===== src/rtl/rnn_cell_engine_if.sv =====
// Memory-mapped slave bus for the RNN cell engine.
// Word-addressed read/write strobes, registered read data, done level.
interface rnn_cell_engine_if;
   logic        read;
   logic        write;
   logic [31:0] addr;
   logic [31:0] data_in;
   logic [31:0] data_out;
   logic        irq;

   modport master (
      output read, write, addr, data_in,
      input  data_out, irq
   );

   modport slave (
      input  read, write, addr, data_in,
      output data_out, irq
   );
endinterface


===== src/rtl/rnn_cell_engine.sv =====
// Elman RNN cell: h' = act(W0*x + W1*h + b), y = d*h' + db,
// computed with one sequential signed MAC per cycle.
module rnn_cell_engine #(
   parameter int IN_LEN    = 2,
   parameter int HID_LEN   = 4,
   parameter int FRAC_BITS = 8,
   parameter int ACC_W     = 40
) (
   input logic              clk,
   input logic              rst_n,
   rnn_cell_engine_if.slave bus
);

   localparam int IXW = (IN_LEN > 1) ? $clog2(IN_LEN) : 1;
   localparam int HXW = (HID_LEN > 1) ? $clog2(HID_LEN) : 1;
   localparam logic [7:0] IN_LAST  = 8'(IN_LEN - 1);
   localparam logic [7:0] HID_LAST = 8'(HID_LEN - 1);
   localparam logic signed [ACC_W-1:0] SMAX = ACC_W'(32767);
   localparam logic signed [ACC_W-1:0] SMIN = ACC_W'(-32768);
   localparam logic signed [15:0] ONE  = 16'(1 << FRAC_BITS);
   localparam logic signed [15:0] NONE = -ONE;

   typedef enum logic [2:0] {
      S_IDLE, S_MAC_X, S_MAC_H, S_WB,
      S_COMMIT, S_DENSE, S_OUT, S_DONE
   } state_t;

   state_t r_state, w_next;

   logic signed [15:0] r_x  [IN_LEN];
   logic signed [15:0] r_w0 [HID_LEN][IN_LEN];
   logic signed [15:0] r_w1 [HID_LEN][HID_LEN];
   logic signed [15:0] r_b  [HID_LEN];
   logic signed [15:0] r_d  [HID_LEN];
   logic signed [15:0] r_h  [HID_LEN];
   logic signed [15:0] r_hn [HID_LEN];
   logic signed [15:0] r_db;
   logic signed [15:0] r_y;

   logic [1:0]             r_act;
   logic                   r_done;
   logic [7:0]             r_row;
   logic [7:0]             r_col;
   logic [HXW-1:0]         r_rd_idx;
   logic signed [ACC_W-1:0] r_acc;
   logic [31:0]            r_dout;

   logic                    w_busy, w_wr, w_start;
   logic signed [15:0]      w_val;
   logic [7:0]              w_col, w_row;
   logic                    w_col_x, w_col_h, w_row_ok;
   logic [IXW-1:0]          w_hcx, w_cx;
   logic [HXW-1:0]          w_hch, w_hr, w_ch, w_ri;
   logic signed [15:0]      w_ma, w_mb;
   logic signed [31:0]      w_prod;
   logic signed [ACC_W-1:0] w_base, w_acc_nx, w_shift;
   logic                    w_first;
   logic signed [15:0]      w_sat, w_actv;

   assign w_busy  = (r_state != S_IDLE) && (r_state != S_DONE);
   assign w_wr    = bus.write && !w_busy;
   assign w_start = w_wr && (bus.addr == 32'd0);

   assign w_val    = bus.data_in[15:0];
   assign w_col    = bus.data_in[23:16];
   assign w_row    = bus.data_in[31:24];
   assign w_col_x  = (w_col <= IN_LAST);
   assign w_col_h  = (w_col <= HID_LAST);
   assign w_row_ok = (w_row <= HID_LAST);
   assign w_hcx    = w_col[IXW-1:0];
   assign w_hch    = w_col[HXW-1:0];
   assign w_hr     = w_row[HXW-1:0];

   assign w_ri = r_row[HXW-1:0];
   assign w_cx = r_col[IXW-1:0];
   assign w_ch = r_col[HXW-1:0];

   // The first MAC of a row/dense pass folds in the bias, so no load cycle
   always_comb begin
      w_ma    = '0;
      w_mb    = '0;
      w_base  = '0;
      w_first = 1'b0;
      case (r_state)
         S_MAC_X: begin
            w_ma    = r_w0[w_ri][w_cx];
            w_mb    = r_x[w_cx];
            w_base  = ACC_W'(r_b[w_ri]) <<< FRAC_BITS;
            w_first = (r_col == 8'd0);
         end
         S_MAC_H: begin
            w_ma = r_w1[w_ri][w_ch];
            w_mb = r_h[w_ch];
         end
         S_DENSE: begin
            w_ma    = r_d[w_ch];
            w_mb    = r_h[w_ch];
            w_base  = ACC_W'(r_db) <<< FRAC_BITS;
            w_first = (r_col == 8'd0);
         end
         default: ;
      endcase
   end

   assign w_prod   = w_ma * w_mb;
   assign w_acc_nx = (w_first ? w_base : r_acc) + ACC_W'(w_prod);
   assign w_shift  = r_acc >>> FRAC_BITS;

   always_comb begin
      w_sat = w_shift[15:0];
      if (w_shift > SMAX)
         w_sat = 16'sh7FFF;
      else if (w_shift < SMIN)
         w_sat = 16'sh8000;
   end

   always_comb begin
      w_actv = w_sat;
      case (r_act)
         2'd1: if (w_sat < 0) w_actv = '0;
         2'd2: begin
            if (w_sat > ONE)
               w_actv = ONE;
            else if (w_sat < NONE)
               w_actv = NONE;
         end
         default: ;
      endcase
   end

   always_comb begin
      w_next = r_state;
      case (r_state)
         S_IDLE, S_DONE:
            if (w_start) w_next = S_MAC_X;
         S_MAC_X:
            if (r_col == IN_LAST) w_next = S_MAC_H;
         S_MAC_H:
            if (r_col == HID_LAST) w_next = S_WB;
         S_WB:
            w_next = (r_row == HID_LAST) ? S_COMMIT : S_MAC_X;
         S_COMMIT:
            w_next = S_DENSE;
         S_DENSE:
            if (r_col == HID_LAST) w_next = S_OUT;
         S_OUT:
            w_next = S_DONE;
         default:
            w_next = S_IDLE;
      endcase
   end

   always_ff @(posedge clk or negedge rst_n) begin
      if (!rst_n)
         r_state <= S_IDLE;
      else
         r_state <= w_next;
   end

   always_ff @(posedge clk or negedge rst_n) begin
      if (!rst_n) begin
         for (int i = 0; i < IN_LEN; i++)
            r_x[i] <= '0;
         for (int i = 0; i < HID_LEN; i++) begin
            r_b[i]  <= '0;
            r_d[i]  <= '0;
            r_h[i]  <= '0;
            r_hn[i] <= '0;
            for (int j = 0; j < IN_LEN; j++)
               r_w0[i][j] <= '0;
            for (int j = 0; j < HID_LEN; j++)
               r_w1[i][j] <= '0;
         end
         r_db     <= '0;
         r_y      <= '0;
         r_act    <= '0;
         r_done   <= 1'b0;
         r_row    <= '0;
         r_col    <= '0;
         r_rd_idx <= '0;
         r_acc    <= '0;
      end else begin
         if (w_wr) begin
            case (bus.addr)
               32'd0: begin
                  r_act  <= bus.data_in[1:0];
                  r_done <= 1'b0;
                  r_row  <= '0;
                  r_col  <= '0;
                  if (bus.data_in[2])
                     for (int i = 0; i < HID_LEN; i++)
                        r_h[i] <= '0;
               end
               32'd1: if (w_col_x) r_x[w_hcx] <= w_val;
               32'd2: if (w_row_ok && w_col_x)
                  r_w0[w_hr][w_hcx] <= w_val;
               32'd3: if (w_row_ok && w_col_h)
                  r_w1[w_hr][w_hch] <= w_val;
               32'd4: if (w_col_h) r_b[w_hch] <= w_val;
               32'd5: if (w_col_h) r_d[w_hch] <= w_val;
               32'd6: r_db <= w_val;
               32'd8: if (w_col_h) begin
                  r_h[w_hch] <= w_val;
                  r_rd_idx   <= w_hch;
               end
               default: ;
            endcase
         end
         case (r_state)
            S_MAC_X: begin
               r_acc <= w_acc_nx;
               r_col <= (r_col == IN_LAST) ? 8'd0 : r_col + 8'd1;
            end
            S_MAC_H: begin
               r_acc <= w_acc_nx;
               r_col <= (r_col == HID_LAST) ? 8'd0 : r_col + 8'd1;
            end
            S_WB: begin
               r_hn[w_ri] <= w_actv;
               r_row      <= r_row + 8'd1;
               r_col      <= '0;
            end
            // Every row has read the old h; swap in the new state at once
            S_COMMIT:
               for (int i = 0; i < HID_LEN; i++)
                  r_h[i] <= r_hn[i];
            S_DENSE: begin
               r_acc <= w_acc_nx;
               r_col <= (r_col == HID_LAST) ? 8'd0 : r_col + 8'd1;
            end
            S_OUT: begin
               r_y    <= w_sat;
               r_done <= 1'b1;
            end
            default: ;
         endcase
      end
   end

   always_ff @(posedge clk or negedge rst_n) begin
      if (!rst_n)
         r_dout <= '0;
      else if (bus.read) begin
         case (bus.addr)
            32'd0:   r_dout <= {28'b0, r_act, r_done, w_busy};
            32'd7:   r_dout <= {{16{r_y[15]}}, r_y};
            32'd8:   r_dout <= {{16{r_h[r_rd_idx][15]}}, r_h[r_rd_idx]};
            default: r_dout <= '0;
         endcase
      end
   end

   assign bus.data_out = r_dout;
   assign bus.irq      = r_done;

endmodule


===== src/flat_wrapper.sv =====
// flat-port wrapper written by rule: the top's interface ports become plain ports
module rnn_cell_engine_flat 
#(
   parameter int IN_LEN    = 2,
   parameter int HID_LEN   = 4,
   parameter int FRAC_BITS = 8,
   parameter int ACC_W     = 40
)
  (clk, rst_n, bus_read, bus_write, bus_addr, bus_data_in, bus_data_out, bus_irq);
  rnn_cell_engine_if bus_i ();
  input logic clk;
  input logic rst_n;
  input wire logic [$bits(bus_i.read)-1:0] bus_read;
  input wire logic [$bits(bus_i.write)-1:0] bus_write;
  input wire logic [$bits(bus_i.addr)-1:0] bus_addr;
  input wire logic [$bits(bus_i.data_in)-1:0] bus_data_in;
  output wire logic [$bits(bus_i.data_out)-1:0] bus_data_out;
  output wire logic [$bits(bus_i.irq)-1:0] bus_irq;
  assign bus_i.read = bus_read;
  assign bus_i.write = bus_write;
  assign bus_i.addr = bus_addr;
  assign bus_i.data_in = bus_data_in;
  assign bus_data_out = bus_i.data_out;
  assign bus_irq = bus_i.irq;
  rnn_cell_engine #(.IN_LEN(IN_LEN), .HID_LEN(HID_LEN), .FRAC_BITS(FRAC_BITS), .ACC_W(ACC_W)) u_core (.clk(clk), .rst_n(rst_n), .bus(bus_i));
endmodule

===== config.mk =====
export PLATFORM = sky130hd
export DESIGN_NAME = rnn_cell_engine_flat
export DESIGN_NICKNAME = d
export VERILOG_FILES = /design/src/rtl/rnn_cell_engine_if.sv /design/src/rtl/rnn_cell_engine.sv /design/src/flat_wrapper.sv
export SDC_FILE = /design/constraint.sdc
export NUM_CORES = 2
export LEC_CHECK = 0
export ABC_CLOCK_PERIOD_IN_PS = 7850
export CORE_UTILIZATION = 30
export CTS_CLUSTER_DIAMETER = 120
export DETAILED_ROUTE_END_ITERATION = 10
export PLACE_DENSITY = 0.48
export SYNTH_ARGS = -nofsm -noshare
export SYNTH_HDL_FRONTEND = slang
export SYNTH_SLANG_ARGS = --single-unit

===== constraint.sdc =====
create_clock -name clk -period 7.85 [get_ports clk]
set_input_delay 1.57 -clock clk [delete_from_list [all_inputs] [get_ports clk]]
set_output_delay 1.57 -clock clk [all_outputs]
set_load 0.03 [all_outputs]

==> flow_metrics.env <==
export IMPL_status="finished, violations left"
export IMPL_violations="setup timing"
export IMPL_htreeDepth=3
export IMPL_crit_fanout=8
export IMPL_final_setup_viol_count=11
export IMPL_grt_pass1_wl_um=227000
export IMPL_grt_setup_unrepaired="yes"
export IMPL_rows=147
export IMPL_hold_depth=2
export IMPL_clockBufferDepth=3
export IMPL_seqPwrFrac_pct=46.3
export IMPL_post_route_min_period_ps=8020
export IMPL_peakVddDrop_mv=0.195
export IMPL_clock_sinks=784
export IMPL_cts_tree="done"
export IMPL_dpl_hpwl_um=104000
export IMPL_min_period_over_period_pct=102
export IMPL_tightest_slew_ps=1280
export IMPL_first_iter_violations=2313
export IMPL_synth_flop_cell="dfrtp_1"
export IMPL_path_delay_family="adder cells"
export IMPL_fin_util_pct=36.5
export IMPL_slowest_delay_ps=600
export IMPL_critPathBufInv=10
export IMPL_ys_async_sr_fraction_pct=100
export IMPL_avgViaCountPerCell=4.92
export IMPL_routed_wirelength_um=149000
export IMPL_clk_pin_slew_ps=60
export IMPL_drv_slew=0
export IMPL_fin_nets=4973
export IMPL_path_class="flip-flop to flip-flop"
export IMPL_clock_latency_ps=750
export IMPL_seq_area_frac_synth_pct=40.2
export IMPL_slowest_stage="fa_1"
export IMPL_track_usage_pct=18.4
export IMPL_holdPathEnd="u_core.r_acc[5]$_DFFE_PN0P_"
export IMPL_syn_num_nets=4680
export IMPL_yosys_top_cells_count="784 x dfrtp_1, 566 x mux2_2, 426 x inv_1"
export IMPL_hp_class="flip-flop to flip-flop"
export IMPL_reg2reg_depth=32
export IMPL_vias=32900
export IMPL_critPathRequiredTime_ps=8390
export IMPL_fin_skew_ps=72.0
export IMPL_synth_area_mm2=0.0488
export IMPL_netlist_cell_type_count=87
export IMPL_synth_edf_count=0
export IMPL_yosysMostFrequentCell="dfrtp_1"
export IMPL_dr_pass1_iters=7
export IMPL_critPathMostFrequentCell="fa_1"
export IMPL_port_buffers=100
export IMPL_layout_cells_non_filler=6687
export IMPL_p_per_area_mw_per_mm2=149
export IMPL_clockRootBuffer="clkbuf_16"
export IMPL_setup_worst_path_start_class="flip-flop"
export IMPL_syn_area_per_cell_um2=11.7
export IMPL_die_area_mm2=0.164
export IMPL_grt_pass1_vias=34900
export IMPL_dr_wl_met3_um=6110
export IMPL_routed_top_layer="met5"
export IMPL_wl_met2_um=70300
export IMPL_p_int_mw=6.69
export IMPL_worst_slack_ps=-166
export IMPL_syn_to_final_growth_pct=20.6
export IMPL_swShare_pct=23.5
export IMPL_hp_start="u_core.r_acc[5]$_DFFE_PN0P_"
export IMPL_combPwrFrac_pct=3.0
export IMPL_gr_total_overflow=0
export IMPL_drive_gt1_share_pct=34.0
export IMPL_synth_ff_latch_count=784
export IMPL_synth_top_area_share_pct=40.2
export IMPL_ant_nets=0
export IMPL_antenna_found_initial=10
export IMPL_power_switching_mw=2.06
export IMPL_initial_core_util_pct=30.3
export IMPL_crit_arrival_ps=8550
export IMPL_dp_cells=6470
export IMPL_nFillCells=15900
export IMPL_wl_met1_um=68200
export IMPL_drc_errors=0
export IMPL_maxCapViolations=0
export IMPL_ys_top_cells_by_area="dfrtp_1 40%, fa_1 14%, mux2_2 13%, mux4_2 7.5%, inv_1 3.3%"
export IMPL_post_drt_wl_per_cell_um=22.2
export IMPL_yosysWarnings=0
export IMPL_p_leak_nw=27.8
export IMPL_r2r_start="u_core.r_row[0]$_DFFE_PN0P_"
export IMPL_cts_buffers_inserted=92
export IMPL_max_freq_mhz=125
export IMPL_hold_viol_final=0
export IMPL_gp_congestion=0.911
export IMPL_synthCells=4157
export IMPL_top_level_ports=101
export IMPL_die_w_um=405
export IMPL_p_clk_share_pct=50.8
export IMPL_grt_start_max_net_pins=154
export IMPL_relSlewSlack_pct=14.5
export IMPL_core_mm2=0.161
export IMPL_yosys_area_top_type="dfrtp_1"
export IMPL_r2r_slack_ps=-170
export IMPL_die_h_um=405
export IMPL_reg2reg_to="u_core.r_acc[39]$_DFFE_PN0P_"
export IMPL_end_kind="flip-flop"
## cell families after synthesis
| group | after synthesis | share of synthesized area, % |
|---|---|---|
| AOI/OAI and AO/OA | 577 | 7.26 |
| xor gates and xnor gates | 42 | 0.754 |
| adders and majority gates | 455 | 16.8 |
| buffers and inverters | 716 | 6.01 |
| DFF | 784 | 40.2 |
| muxes | 765 | 21.5 |
| and+or+nand+nor | 818 | 7.52 |
## worst min-delay path, cell delays in order (launching register included)
cell	delay (ps)
dfrtp_1	330
nand2_1	40
o21ai_0	60
## state kept, by name, summed over array words and instances (netlist names), 3 cells and up
register / cells
u_core.r_state: 3
u_core.r_b: 64
u_core.r_acc: 40
u_core.r_h: 64
u_core.r_w0: 128
u_core.r_db: 16
u_core.r_w1: 256
u_core.r_hn: 64
u_core.r_row: 8
u_core.r_y: 16
u_core.r_d: 64
u_core.bus.data_out: 16
u_core.r_x: 32
u_core.r_col: 8
## per-stage QoR
stage | area, µm² | total power [mW] | hold WS, ps | setup TNS (ps) | setup slack (ps)
detailed placement | 54200 | 4.39 | 467 | -7330 | -678
floorplan | 48800 | 4.21 | 441 | 0 | 1.93
global placement | 54200 | 4.39 | 456 | -5200 | -616
CTS | 58300 | 8.89 | 480 | -1480 | -237
finish | 58800 | 8.75 | 475 | -734 | -166
global route | 58800 | 9.05 | 496 | -6160 | -435
## area by class of cell
cell class	count	area (µm²)	share of cell area, %
clock inverter	36	512	0.870
tap	2160	2700	4.59
antenna	4	10.0	0.0170
multi-input combinational	2657	27200	46.3
timing repair buffer	483	4490	7.63
inverter	432	1640	2.78
sequential	784	19600	33.4
clock buffer	131	2640	4.48
## power by group through the flow
| stage | sequential, mW | combinational, mW | clock (mW) |
|---|---|---|---|
| after floorplan | 4.13 | 0.0730 | 0 |
| after global placement | 4.12 | 0.268 | 0 |
| after detailed placement | 4.12 | 0.269 | 0 |
| after CTS | 4.05 | 0.270 | 4.57 |
| after global routing | 4.05 | 0.286 | 4.72 |
| final | 4.05 | 0.260 | 4.44 |
## worst max path at each step
stage                                           start                      endpoint  depth (start not counted)
after CTS                 u_core.r_row[0]$_DFFE_PN0P_  u_core.r_acc[39]$_DFFE_PN0P_                         30
after detailed placement  u_core.r_row[0]$_DFFE_PN0P_  u_core.r_acc[37]$_DFFE_PN0P_                         31
final                     u_core.r_row[0]$_DFFE_PN0P_  u_core.r_acc[39]$_DFFE_PN0P_                         32
after global routing      u_core.r_row[0]$_DFFE_PN0P_  u_core.r_acc[39]$_DFFE_PN0P_                         36
after floorplan           u_core.r_row[0]$_DFFE_PN0P_  u_core.r_acc[37]$_DFFE_PN0P_                         30
after global placement    u_core.r_row[0]$_DFFE_PN0P_  u_core.r_acc[37]$_DFFE_PN0P_                         31
## repair_timing
item	4_1_cts	5_1_grt
pin swaps	72	64
setup endpoints to repair	22	25
buffers inserted	26	21
cloned	2	1
gates resized for setup	161	116
hold buffers	0	0
## layer usage
layer / track usage [%] / vias to the layer above
met4: 4.90 / 6
met5: 0 / -
met1: 25.7 / 17300
met3: 2.36 / 207
li1: - / 14800
met2: 30.1 / 660
## layout by cell type (no fill, tap or decap), types with 28 or more instances in the layout
cell,instances
a21oi_1,75
a21oi_2,36
buf_4,302
o21ai_0,214
buf_12,39
nand2_1,356
ha_1,105
clkbuf_16,93
mux4_2,166
inv_1,402
mux2_2,566
fa_1,306
nand2_2,28
nor2_1,227
dfrtp_1,779
buf_6,37
a22oi_1,76
clkdlybuf4s50_1,83
Power figures use the tool's default switching activity.
